`config.mk`:
```
export PLATFORM = sky130hd
export DESIGN_NAME = seg_scan_controller
export DESIGN_NICKNAME = d
export VERILOG_FILES = /design/src/rtl/seg_pkg.sv /design/src/rtl/seg_scan_controller_hex.sv /design/src/rtl/seg_scan_controller.sv
export SDC_FILE = /design/constraint.sdc
export NUM_CORES = 1
export LEC_CHECK = 0
export ABC_CLOCK_PERIOD_IN_PS = 3800
export BUFFER_PORTS_ARGS = -buffer_cell sky130_fd_sc_hd__buf_2
export CORE_MARGIN = 3
export CORE_UTILIZATION = 50
export DETAILED_ROUTE_END_ITERATION = 10
export GPL_TIMING_DRIVEN = 0
export HOLD_SLACK_MARGIN = 0.03
export PLACE_DENSITY = 0.81
export SLEW_MARGIN = 20
export SYNTH_ARGS = -nofsm -noshare
export SYNTH_HDL_FRONTEND = slang
export SYNTH_HIERARCHICAL = 1
export SYNTH_SLANG_ARGS = --single-unit
```
`constraint.sdc`:
```
create_clock -name CLK100MHZ -period 3.8 [get_ports CLK100MHZ]
set_input_delay 0.76 -clock CLK100MHZ [delete_from_list [all_inputs] [get_ports CLK100MHZ]]
set_output_delay 0.76 -clock CLK100MHZ [all_outputs]
set_load 0.03 [all_outputs]
```
`src/rtl/seg_pkg.sv`:
```
// Shared types and constants for the seven-segment scan controller.
// Segment patterns are active-low {CA..CG}, seg[6]=CA.
package seg_pkg;

  typedef logic [6:0] seg_t;

  localparam seg_t SEG_BLANK = 7'h7F;

  localparam seg_t HEX_SEG [16] = '{
    7'h01, 7'h4F, 7'h12, 7'h06,
    7'h4C, 7'h24, 7'h20, 7'h0F,
    7'h00, 7'h04, 7'h08, 7'h60,
    7'h31, 7'h42, 7'h30, 7'h38
  };

  typedef enum logic {
    S_BLANK = 1'b0,
    S_DRIVE = 1'b1
  } scan_state_t;

endpackage

```
`src/rtl/seg_scan_controller_hex.sv`:
```
// Hex nibble to active-low seven-segment pattern.
// Purely combinational table lookup.
module hex_to_seg
  import seg_pkg::*;
(
  input  logic [3:0] i_hex,
  output seg_t       o_seg
);

  assign o_seg = HEX_SEG[i_hex];

endmodule

```
`src/rtl/seg_scan_controller.sv`:
```
// Multiplexed seven-segment scanner with per-slot blanking.
// Digit data is shadowed and only refreshed at frame wrap.
module seg_scan_controller
  import seg_pkg::*;
#(
  parameter int N_DIGITS     = 8,
  parameter int REFRESH_DIV  = 100000,
  parameter int BLANK_CYCLES = 1000
) (
  input  logic                  CLK100MHZ,
  input  logic                  reset_n,
  input  logic [4*N_DIGITS-1:0] frame_data,
  input  logic [N_DIGITS-1:0]   frame_dp,
  input  logic [N_DIGITS-1:0]   digit_en,
  input  logic                  load_valid,
  output logic                  load_ready,
  output logic                  frame_start,
  output logic [N_DIGITS-1:0]   AN,
  output seg_t                  seg,
  output logic                  DP
);

  localparam int CNT_W = $clog2(REFRESH_DIV);
  localparam int IDX_W = (N_DIGITS > 1) ? $clog2(N_DIGITS) : 1;

  localparam logic [CNT_W-1:0] CNT_LAST = CNT_W'(REFRESH_DIV - 1);
  localparam logic [CNT_W-1:0] BLK_LAST = CNT_W'(BLANK_CYCLES - 1);
  localparam logic [IDX_W-1:0] IDX_LAST = IDX_W'(N_DIGITS - 1);

  if (REFRESH_DIV <= BLANK_CYCLES || BLANK_CYCLES < 1 ||
      N_DIGITS < 1 || N_DIGITS > 8) begin : g_bad_params
    $error("seg_scan_controller: illegal parameter set");
  end

  scan_state_t           r_state;
  logic [CNT_W-1:0]      r_cnt;
  logic [IDX_W-1:0]      r_idx;
  logic [4*N_DIGITS-1:0] r_data_sh;
  logic [N_DIGITS-1:0]   r_dp_sh;
  logic [N_DIGITS-1:0]   r_en_sh;
  logic                  r_frame_start;
  logic [N_DIGITS-1:0]   r_an;
  seg_t                  r_seg;
  logic                  r_dp;

  logic                  w_slot_end;
  logic                  w_wrap;
  logic                  w_en;
  logic [3:0]            w_nib;
  seg_t                  w_seg;
  logic [3:0]            w_nibs [N_DIGITS];

  for (genvar g = 0; g < N_DIGITS; g++) begin : g_nib
    assign w_nibs[g] = r_data_sh[4*g +: 4];
  end

  assign w_slot_end = (r_cnt == CNT_LAST);
  assign w_wrap     = (r_state == S_DRIVE) && w_slot_end &&
                      (r_idx == IDX_LAST);
  assign w_nib      = w_nibs[r_idx];
  assign w_en       = r_en_sh[r_idx];

  hex_to_seg u_hex (
    .i_hex (w_nib),
    .o_seg (w_seg)
  );

  // Slot prescaler, blank/drive FSM and digit index.
  always_ff @(posedge CLK100MHZ or negedge reset_n) begin
    if (!reset_n) begin
      r_state <= S_BLANK;
      r_cnt   <= '0;
      r_idx   <= '0;
    end else begin
      r_cnt <= w_slot_end ? '0 : r_cnt + 1'b1;
      unique case (r_state)
        S_BLANK: begin
          if (r_cnt == BLK_LAST)
            r_state <= S_DRIVE;
        end
        S_DRIVE: begin
          if (w_slot_end) begin
            r_state <= S_BLANK;
            r_idx   <= (r_idx == IDX_LAST) ? '0 : r_idx + 1'b1;
          end
        end
      endcase
    end
  end

  // Shadow copy of the frame, only replaced on the wrap handshake.
  always_ff @(posedge CLK100MHZ or negedge reset_n) begin
    if (!reset_n) begin
      r_data_sh <= '0;
      r_dp_sh   <= '0;
      r_en_sh   <= '0;
    end else if (w_wrap && load_valid) begin
      r_data_sh <= frame_data;
      r_dp_sh   <= frame_dp;
      r_en_sh   <= digit_en;
    end
  end

  // Registered pin drive; blank everywhere except the active digit.
  always_ff @(posedge CLK100MHZ or negedge reset_n) begin
    if (!reset_n) begin
      r_frame_start <= 1'b0;
      r_an          <= '1;
      r_seg         <= SEG_BLANK;
      r_dp          <= 1'b1;
    end else begin
      r_frame_start <= w_wrap;
      r_an          <= '1;
      r_seg         <= SEG_BLANK;
      r_dp          <= 1'b1;
      if (r_state == S_DRIVE) begin
        r_an[r_idx] <= ~w_en;
        r_seg       <= w_en ? w_seg : SEG_BLANK;
        r_dp        <= ~(r_dp_sh[r_idx] & w_en);
      end
    end
  end

  assign load_ready  = w_wrap;
  assign frame_start = r_frame_start;
  assign AN          = r_an;
  assign seg         = r_seg;
  assign DP          = r_dp;

endmodule

```
==> out/metrics.csv, run 1 <==
stage,metric,value,unit
floorplanning,initial_core_util,52.3,%
detailed_routing,drc,0,
synth,ys_seq_elements,86,
sta,grt_setup_unrepaired,false,
detailed_routing,ant_nets,0,
setup_path,critical_path.max_stage_delay,0.51,ns
clocking,clk_pin_slew,0.08,ns
power_and_ir_drop,combPwrFrac,2.8,%
synth,synth_top_family_by_area,multiplexers,
sta,fin_crit_sh,92.1,%
clocking,postCtsSetupBuffers,0,
power_and_ir_drop,swShare,19.7,%
detailed_routing,dr.pass1.iters,4,
clocking,clk-insertion-delay-late,0.35,ns
power_and_ir_drop,ir_worst_vdd,0.227,mV
cells_and_area,antenna_cells,0,
synth,synth_compound_area_share,4.26,%
synth,ys_types,45,
setup_path,endpoint_kind,register,
floorplanning,fp.coreArea,7810,um2
placed_design,io_buffers,68,
setup_path,cp.required,4.09,ns
sta,relSlewSlack,55.2,%
synth,synth_edf_count,0,
power_and_ir_drop,p_int,0.00136,W
grt,grt_pass1_vias,2856,
power_and_ir_drop,power.share.sequential,54.1,%
synth,synthXorXnorAreaFrac,2.79,%
sta,worst_clock_skew,0.00734,ns
setup_path,crit_type,register to register,
clocking,post_cts_resized,0,
cells_and_area,drive_gt1_share,35.7,%
floorplanning,dieArea,9290,um2
setup_path,crit_family,buffers and inverters,
clocking,cts_tree,done,
setup_path,cp.arrival,3.78,ns
clocking,ctsHoldBuffers,0,
sta,tightestPinTransition,0.672,ns
synth,synthMuxAreaShare,21.0,%
synth,yosys_most_used_dff,dfrtp_1,
sta,period_needed,3.50,ns
floorplanning,io_pins,69,
synth,synth.area.top_cells,"dfrtp_1 43%, dfstp_2 10%, mux2_1 8.3%, mux2_2 6.9%, mux2i_1 4.2%",
floorplanning,die_w,96.4,um
power_and_ir_drop,power_switching,0.000333,W
sta,whs,0.340,ns
placed_design,hpwl,6330,um
synth,netlist_top_cells_count,"70 x dfrtp_1, 30 x mux2_1, 25 x mux2_2",
clocking,clk_path_buf_depth,2,
outcome,status,"complete, no violations",
detailed_routing,routed_wl,8520,um
clocking,clock_sinks,86,
synth,async_reset_ff_share,100,%
synth,synth.top_cell.area_share,42.9,%
setup_path,crit_buf_inv,4,
synth,yosysMostFrequentCell,dfrtp_1,
sta,tns,0,ns
clocking,ctsHtreeMaxLevel,3,
floorplanning,rows,32,
power_and_ir_drop,power.density,351,nW/um2
placed_design,gp_congestion,0.927,
synth,synthSimpleGateAreaFrac,12.9,%
worst_hold_path,min_path_type,input port to asynchronous set/reset pin,
job,maxCapViolations,0,
synth,avgSynthCellArea,12.4,um2
synth,seq_area_frac_synth,53.2,%
synth,synth_fa_ha_area_share,3.06,%
placed_design,dpl_worst_slack,0.277,ns
grt,grt_overflow_total,0,
detailed_routing,vias_per_cell,5.44,
synth,synthesis.nets,391,
setup_path,cp_slowest_cell,clkbuf_1,
floorplanning,die_y,96.4,um
grt,grt_pass1_wl,14200,um
synth,synth_area,4080,um2
setup_path,crit_path_start_kind,register,
grt,grt_max_degree,55,
detailed_routing,vias,2815,
clocking,cts-root-buf,clkbuf_8,
cells_and_area,nNetsFinal,471,
sta,slew_viol_final,0,
grt,grt_use_total,20.3,%
clocking,tritoncts.num_buffers,9,
sta,finalHoldViolations,0,
setup_path,path_cells,clkbuf_1 > clkbuf_1 > mux2i_1 > nor2_1 > a21oi_1 > o211ai_1 > inv_1 > ha_1 > inv_1 > mux4_2 > or2_2,
power_and_ir_drop,power.share.clock,43.2,%
sta,setup_viol,0,
synth,ys.warnings.count,6,
setup_path,crit_fanout,10,
sta,fmaxAchievable,286,MHz
detailed_routing,drtIter0Drc,141,
grt,grt_antenna_before_repair,0,
cells_and_area,area_delta_synth_final,18.1,%
sta,layout_setup_ws,0.302,ns
synth,synth_top_area_cell,dfrtp_1,
detailed_routing,wire_per_inst,16.5,um
power_and_ir_drop,leakage,2.25,nW
synth,syn_inst,330,
-- sequential cells by signal (all words and copies together) (netlist names) --
register and cells:
r_data_sh 32, seg 7, r_dp_sh 8, r_cnt 17, r_idx 3, AN 8
DP 1, frame_start 1, r_state 1, r_en_sh 8
-- worst paths after layout --
kind / cells past startpoint / start / end / slack [ns]
min reg2reg: 1 / r_en_sh[2]$_DFFE_PN0P_ / AN[2]$_DFF_PN1_ / 0.46
min: 1 / reset_n / r_data_sh[0]$_DFFE_PN0P_ / 0.34
min in group CLK100MHZ: 1 / r_en_sh[2]$_DFFE_PN0P_ / AN[2]$_DFF_PN1_ / 0.46
max reg2reg: 11 / r_idx[1]$_DFFE_PN0N_ / seg[3]$_DFF_PN1_ / 0.30
max in group asynchronous: 2 / reset_n / AN[6]$_DFF_PN1_ / 2.80
max: 11 / r_idx[1]$_DFFE_PN0N_ / seg[3]$_DFF_PN1_ / 0.30
-- power groups by stage --
stage                     sequential [W]  combinational, W  clock (W)
after floorplan                 0.000933       0.000000448          0
after detailed placement        0.000933         0.0000482          0
after CTS                       0.000915         0.0000483   0.000750
after global routing            0.000915         0.0000536   0.000796
final                           0.000915         0.0000467   0.000731
after global placement          0.000933         0.0000440          0
-- worst reg2reg max path: stages (launching register included) --
cell	delay, ns
dfrtp_1	0.42
clkbuf_1	0.47
clkbuf_1	0.52
mux2i_1	0.18
nor2_1	0.11
a21oi_1	0.06
o211ai_1	0.38
inv_1	0.20
ha_1	0.34
inv_1	0.04
mux4_2	0.43
or2_2	0.30
-- cells in the final DEF (no fill, tap or decap), drive strengths merged, types with 4 or more instances in the layout --
master and instances:
buf 77, dfrtp 70, mux2 55, nor2 22, clkbuf 21, mux2i 17, dfstp 16, nand2 16
nand3 13, nand4 11, ha 10, or2 9, xor2 7, xnor2 6, o21ai 6, inv 6
nor3 5, nor2b 4, nor4 4
-- cell type report --
cell class                      count  area (um2)
Inverter                            6        22.5
Fill cell                         636        2990
Multi-Input combinational cell    222        1800
Tap cell                          102         128
Clock buffer                       13         169
Sequential cell                    86        2170
Clock inverter                      3        65.1
Buffer                             16        91.3
Timing Repair Buffer               69         370
-- kinds of logic (layout without fill, tap and decap cells) --
kind of cell,count (synthesis),count (layout)
flops,86,86
buf+inv,22,107
compound gates,25,25
simple gates,99,99
mux,75,75
xor+xnor,13,13
fa+ha+maj,10,10
-- per-layer routing --
| metal | vias to the layer above | GRT usage (%) | wire (um) |
|---|---|---|---|
| met4 | 0 | 5.84 | 127 |
| met2 | 79 | 32.1 | 4000 |
| met5 | - | 0 | 0 |
| met3 | 9 | 6.04 | 526 |
| met1 | 1388 | 27.3 | 3870 |
| li1 | 1339 | - | - |
-- metrics by stage --
| step | instance area, um2 | power [W] | util [%] | instances |
|---|---|---|---|---|
| after CTS | 4820 | 0.00171 | 61.7 | 517 |
| after floorplan | 4080 | 0.000933 | - | 330 |
| after global placement | 4550 | 0.000977 | 58.3 | 500 |
| final | 4820 | 0.00169 | 61.8 | 517 |
| after detailed placement | 4580 | 0.000981 | 58.7 | 501 |
| after global routing | 4820 | 0.00177 | 61.8 | 517 |
Power figures use the tool's default switching activity.
==> inputs of run 2 (changes only) <==
Settings changed: CORE_ASPECT_RATIO set to 0.9, SETUP_SLACK_MARGIN set to 0.02.
==> run 2 against run 1 <==
Fmax is 0.25% higher. Critical endpoint unchanged. Global-route usage hardly changed. First-iteration DRC count is 9.2% lower. Largest cell class unchanged. Utilization is 0.24 points lower.
==> out/metrics.csv, run 2 (same netlist as run 1, synthesis figures left out) <==
stage,metric,value,unit
clocking,postCtsSetupBuffers,0,
setup_path,crit_family,buffers and inverters,
sta,tightestPinTransition,0.624,ns
job,maxCapViolations,0,
cells_and_area,antenna_cells,0,
clocking,tritoncts.num_buffers,9,
floorplanning,die_w,101,um
sta,relSlewSlack,58.0,%
setup_path,path_cells,clkbuf_1 > nor2b_1 > a22oi_1 > o221ai_1 > inv_1 > ha_1 > inv_1 > mux4_2 > or2_2,
detailed_routing,ant_nets,0,
outcome,status,"complete, no violations",
setup_path,crit_path_start_kind,register,
floorplanning,die_y,91.7,um
grt,grt_pass1_vias,2954,
grt,grt_max_degree,50,
power_and_ir_drop,ir_worst_vdd,0.217,mV
placed_design,io_buffers,68,
cells_and_area,top_register,r_data_sh,
clocking,cts_tree,done,
power_and_ir_drop,leakage,2.22,nW
clocking,post_cts_resized,0,
sta,fin_crit_sh,91.8,%
setup_path,crit_type,register to register,
detailed_routing,vias_per_cell,5.64,
floorplanning,dieArea,9290,um2
setup_path,rrSetupSlack,0.31,ns
placed_design,dpl_worst_slack,0.265,ns
sta,slew_viol_final,0,
detailed_routing,drtIter0Drc,128,
placed_design,dp_cells,495,
sta,period_needed,3.49,ns
grt,grt_antenna_before_repair,0,
detailed_routing,vias,2881,
sta,tns,0,ns
grt,grt_pass1_wl,14800,um
detailed_routing,dr.pass1.iters,4,
setup_path,crit_fanout,10,
setup_path,cp.depth,9,
cells_and_area,mostFrequentLayoutCells,"70 x dfrtp_1, 68 x buf_2, 30 x mux2_1",
placed_design,place_area,4570,um2
floorplanning,rows,30,
grt,grt_overflow_total,0,
setup_path,endpoint_kind,register,
grt,grt_use_total,20.4,%
setup_path,crit_top_cell,inv_1,
clocking,clock_sinks,86,
cells_and_area,fin_cells,511,
placed_design,hpwl,6590,um
cells_and_area,drive_gt1_share,36.1,%
cells_and_area,postLayoutCellArea,4760,um2
sta,grt_setup_unrepaired,false,
cells_and_area,largest_register_ffs,32,
clocking,clk-insertion-delay-late,0.36,ns
cells_and_area,reg_top3,"r_data_sh (32), r_cnt (17)",
worst_hold_path,min_path_type,input port to asynchronous set/reset pin,
setup_path,cp.required,4.09,ns
clocking,clk_path_buf_depth,2,
sta,setup_viol,0,
cells_and_area,nNetsFinal,471,
cells_and_area,area_delta_synth_final,16.5,%
clocking,ctsHtreeMaxLevel,3,
sta,fmaxAchievable,287,MHz
setup_path,cp_slowest_cell,o221ai_1,
clocking,clk_pin_slew,0.09,ns
clocking,cts-root-buf,clkbuf_8,
detailed_routing,routed_wl,8860,um
setup_path,worstRegToRegCells,9,
sta,finalHoldViolations,0,
clocking,ctsHoldBuffers,0,
setup_path,cp.arrival,3.78,ns
setup_path,critical_path.max_stage_delay,0.53,ns
floorplanning,io_pins,69,
detailed_routing,drc,0,
sta,worst_clock_skew,0.0106,ns
cells_and_area,final_common_cell,dfrtp_1,
setup_path,crit_buf_inv,3,
power_and_ir_drop,power.density,325,nW/um2
placed_design,gp_congestion,0.844,
sta,layout_setup_ws,0.310,ns
detailed_routing,wire_per_inst,17.3,um
floorplanning,initial_core_util,52.8,%
floorplanning,fp.coreArea,7730,um2
[run 2: cell count changes in the layout (fill, tap and decap cells not counted), sizes merged]
cell | previous run | this run
bufinv | 2 | 0
clkbuf | 21 | 19
clkinvlp | 0 | 2
inv | 6 | 8
buf | 77 | 76
clkinv | 1 | 2
[run 2: cell type report]
cell class,instances,area (um2)
inverters,6,22.5
repair buffers,69,370
flip-flops and latches,86,2170
clock inverters,6,46.3
fillers,626,2980
clock buffers,10,128
plain buffers,16,93.8
well taps,96,120
multi-input cells,222,1800
[run 2: where the power goes]
| part | total (W) | internal, W | switching, W |
|---|---|---|---|
| clock network | 0.000581 | 0.000242 | 0.000339 |
| registers | 0.000915 | 0.000915 | 0 |
| logic | 0.0000477 | 0.0000214 | 0.0000263 |
[run 2: metal layers]
metal / vias to the layer above / track usage [%] / routed length (um)
li1: 1338 / - / -
met1: 1424 / 28.6 / 3960
met2: 103 / 31.2 / 4170
met3: 16 / 4.18 / 562
met4: 0 / 7.42 / 167
met5: - / 0 / 0
[run 2: metrics by stage]
step / power, W / utilization, % / hold WS [ns]
5_1_grt: 0.00160 / 61.5 / 0.382
4_1_cts: 0.00156 / 61.4 / 0.372
6_report: 0.00154 / 61.5 / 0.361
2_1_floorplan: 0.000933 / - / 0.408
3_3_place_gp: 0.000977 / 58.8 / 0.443
3_5_place_dp: 0.000982 / 59.2 / 0.454
[run 2: final timing paths]
check / from / end
min in group CLK100MHZ: r_en_sh[6]$_DFFE_PN0P_ / AN[6]$_DFF_PN1_
worst max-delay path: r_idx[1]$_DFFE_PN0N_ / seg[3]$_DFF_PN1_
worst min-delay path: reset_n / r_dp_sh[6]$_DFFE_PN0P_
worst min register to register: r_en_sh[6]$_DFFE_PN0P_ / AN[6]$_DFF_PN1_
worst max register to register: r_idx[1]$_DFFE_PN0N_ / seg[3]$_DFF_PN1_
max in group asynchronous: reset_n / AN[7]$_DFF_PN1_
==> inputs of run 3 (changes only) <==
Settings changed: PLACE_DENSITY 0.81 to not set, PLACE_DENSITY_LB_ADDON set to 0.25.
==> run 3 against run 2 <==
Clock skew down 0.0016 ns. Cell count unchanged. Utilization up 0.65 points. Register-to-register slack worse by 0.04 ns. Critical endpoint unchanged. Largest cell class unchanged.
==> out/metrics.csv, run 3 (same netlist as run 1, synthesis figures left out) <==
stage,metric,value,unit
outcome,status,"complete, no violations",
power_and_ir_drop,leakage,2.25,nW
setup_path,crit_type,register to register,
floorplanning,io_pins,69,
power_and_ir_drop,ir_worst_vdd,0.219,mV
setup_path,crit_fanout,10,
floorplanning,die_w,101,um
clocking,clk_path_buf_depth,2,
placed_design,hpwl,6390,um
clocking,cts-root-buf,clkbuf_8,
sta,grt_setup_unrepaired,false,
grt,grt_max_degree,45,
cells_and_area,largest_register_ffs,32,
detailed_routing,drc,0,
cells_and_area,top_register,r_data_sh,
detailed_routing,vias,2832,
sta,tightestPinTransition,0.709,ns
floorplanning,die_y,91.7,um
setup_path,cp_slowest_cell,clkbuf_1,
clocking,ctsHtreeMaxLevel,3,
cells_and_area,reg_top3,"r_data_sh (32), r_cnt (17)",
grt,grt_antenna_before_repair,0,
detailed_routing,drtIter0Drc,108,
grt,grt_use_total,20.0,%
cells_and_area,drive_gt1_share,35.7,%
sta,period_needed,3.53,ns
clocking,clk_pin_slew,0.08,ns
cells_and_area,fillers,609,
grt,grt_pass1_vias,2885,
setup_path,crit_family,buffers and inverters,
floorplanning,dieArea,9290,um2
placed_design,gp_congestion,0.844,
detailed_routing,routed_wl,8520,um
cells_and_area,area_delta_synth_final,17.7,%
detailed_routing,wire_per_inst,16.7,um
clocking,clk-insertion-delay-late,0.35,ns
cells_and_area,nNetsFinal,471,
sta,worst_clock_skew,0.00896,ns
sta,relSlewSlack,52.7,%
setup_path,crit_buf_inv,4,
setup_path,endpoint_kind,register,
setup_path,critical_path.max_stage_delay,0.51,ns
setup_path,crit_path_start_kind,register,
floorplanning,fp.coreArea,7730,um2
power_and_ir_drop,power.density,352,nW/um2
sta,fin_crit_sh,92.9,%
setup_path,cp.required,4.08,ns
clocking,cts_tree,done,
cells_and_area,final_common_cell,dfrtp_1,
clocking,tritoncts.num_buffers,9,
job,maxCapViolations,0,
clocking,ctsHoldBuffers,0,
setup_path,path_cells,clkbuf_1 > clkbuf_1 > mux2i_1 > nor2_1 > a21oi_1 > o211ai_1 > inv_1 > ha_1 > inv_1 > mux4_2 > or2_2,
grt,grt_pass1_wl,14500,um
floorplanning,rows,30,
cells_and_area,antenna_cells,0,
clocking,clock_sinks,86,
clocking,postCtsSetupBuffers,0,
grt,grt_overflow_total,0,
cells_and_area,multiInputGateArea,1800,um2
floorplanning,initial_core_util,52.8,%
sta,finalHoldViolations,0,
setup_path,cp.arrival,3.81,ns
sta,tns,0,ns
detailed_routing,ant_nets,0,
sta,slew_viol_final,0,
detailed_routing,vias_per_cell,5.54,
detailed_routing,dr.pass1.iters,4,
worst_hold_path,min_path_type,input port to asynchronous set/reset pin,
cells_and_area,regArea,2170,um2
cells_and_area,mostFrequentLayoutCells,"70 x dfrtp_1, 68 x buf_2, 30 x mux2_1",
placed_design,io_buffers,68,
sta,whs,0.387,ns
sta,setup_viol,0,
sta,fmaxAchievable,283,MHz
## run 3: report_power, final
group	switching [W]	internal (W)
Combinational	0.0000250	0.0000205
Sequential	0	0.000915
Clock	0.000310	0.000424
## run 3: cell type report
cell class | instances | area share [%]
Clock buffer | 13 | 3.51
Tap cell | 96 | 2.50
Clock inverter | 3 | 1.35
Multi-Input combinational cell | 222 | 37.5
Sequential cell | 86 | 45.2
Buffer | 16 | 1.90
Inverter | 6 | 0.469
Timing Repair Buffer | 69 | 7.55
## run 3: what timing repair did
action                                  in CTS  in global routing
endpoints found under the hold margin        0                  0
resized for setup                            0                  1
endpoints found under the setup margin       0                  1
## run 3: path summary, 6_finish.rpt
| path | startpoint | cells past startpoint | slack, ns | to |
|---|---|---|---|---|
| worst max-delay path | r_idx[1]$_DFFE_PN0N_ | 11 | 0.27 | seg[3]$_DFF_PN1_ |
| worst min-delay path | reset_n | 1 | 0.39 | r_cnt[16]$_DFF_PN0_ |
| worst max register to register | r_idx[1]$_DFFE_PN0N_ | 11 | 0.27 | seg[3]$_DFF_PN1_ |
| worst min register to register | r_en_sh[6]$_DFFE_PN0P_ | 1 | 0.45 | AN[6]$_DFF_PN1_ |
| max in group asynchronous | reset_n | 2 | 2.76 | DP$_DFF_PN1_ |
| min in group CLK100MHZ | r_en_sh[6]$_DFFE_PN0P_ | 1 | 0.45 | AN[6]$_DFF_PN1_ |
## run 3: worst register-to-register path, stage by stage (launching register included)
cell      delay [ns]
dfrtp_1         0.41
clkbuf_1        0.45
clkbuf_1        0.51
mux2i_1         0.17
nor2_1          0.13
a21oi_1         0.06
o211ai_1        0.40
inv_1           0.21
ha_1            0.34
inv_1           0.05
mux4_2          0.43
or2_2           0.30
## run 3: metal layers
layer,up-vias,wire (um),track usage (%)
li1,1347,-,-
met1,1393,3940,28.6
met2,85,3990,30.4
met3,7,518,5.55
met4,0,70,4.32
met5,-,0,0
## run 3: per-stage QoR
stage	utilization, %	instances	total power, W	worst slack, ns	cell area, um2
after detailed placement	59.1	495	0.000980	0.292	4570
after floorplan	-	330	0.000933	0.974	4080
after global routing	62.2	511	0.00176	0.111	4810
final	62.2	511	0.00169	0.271	4810
after CTS	62.1	511	0.00171	0.185	4800
after global placement	58.8	494	0.000977	0.317	4540
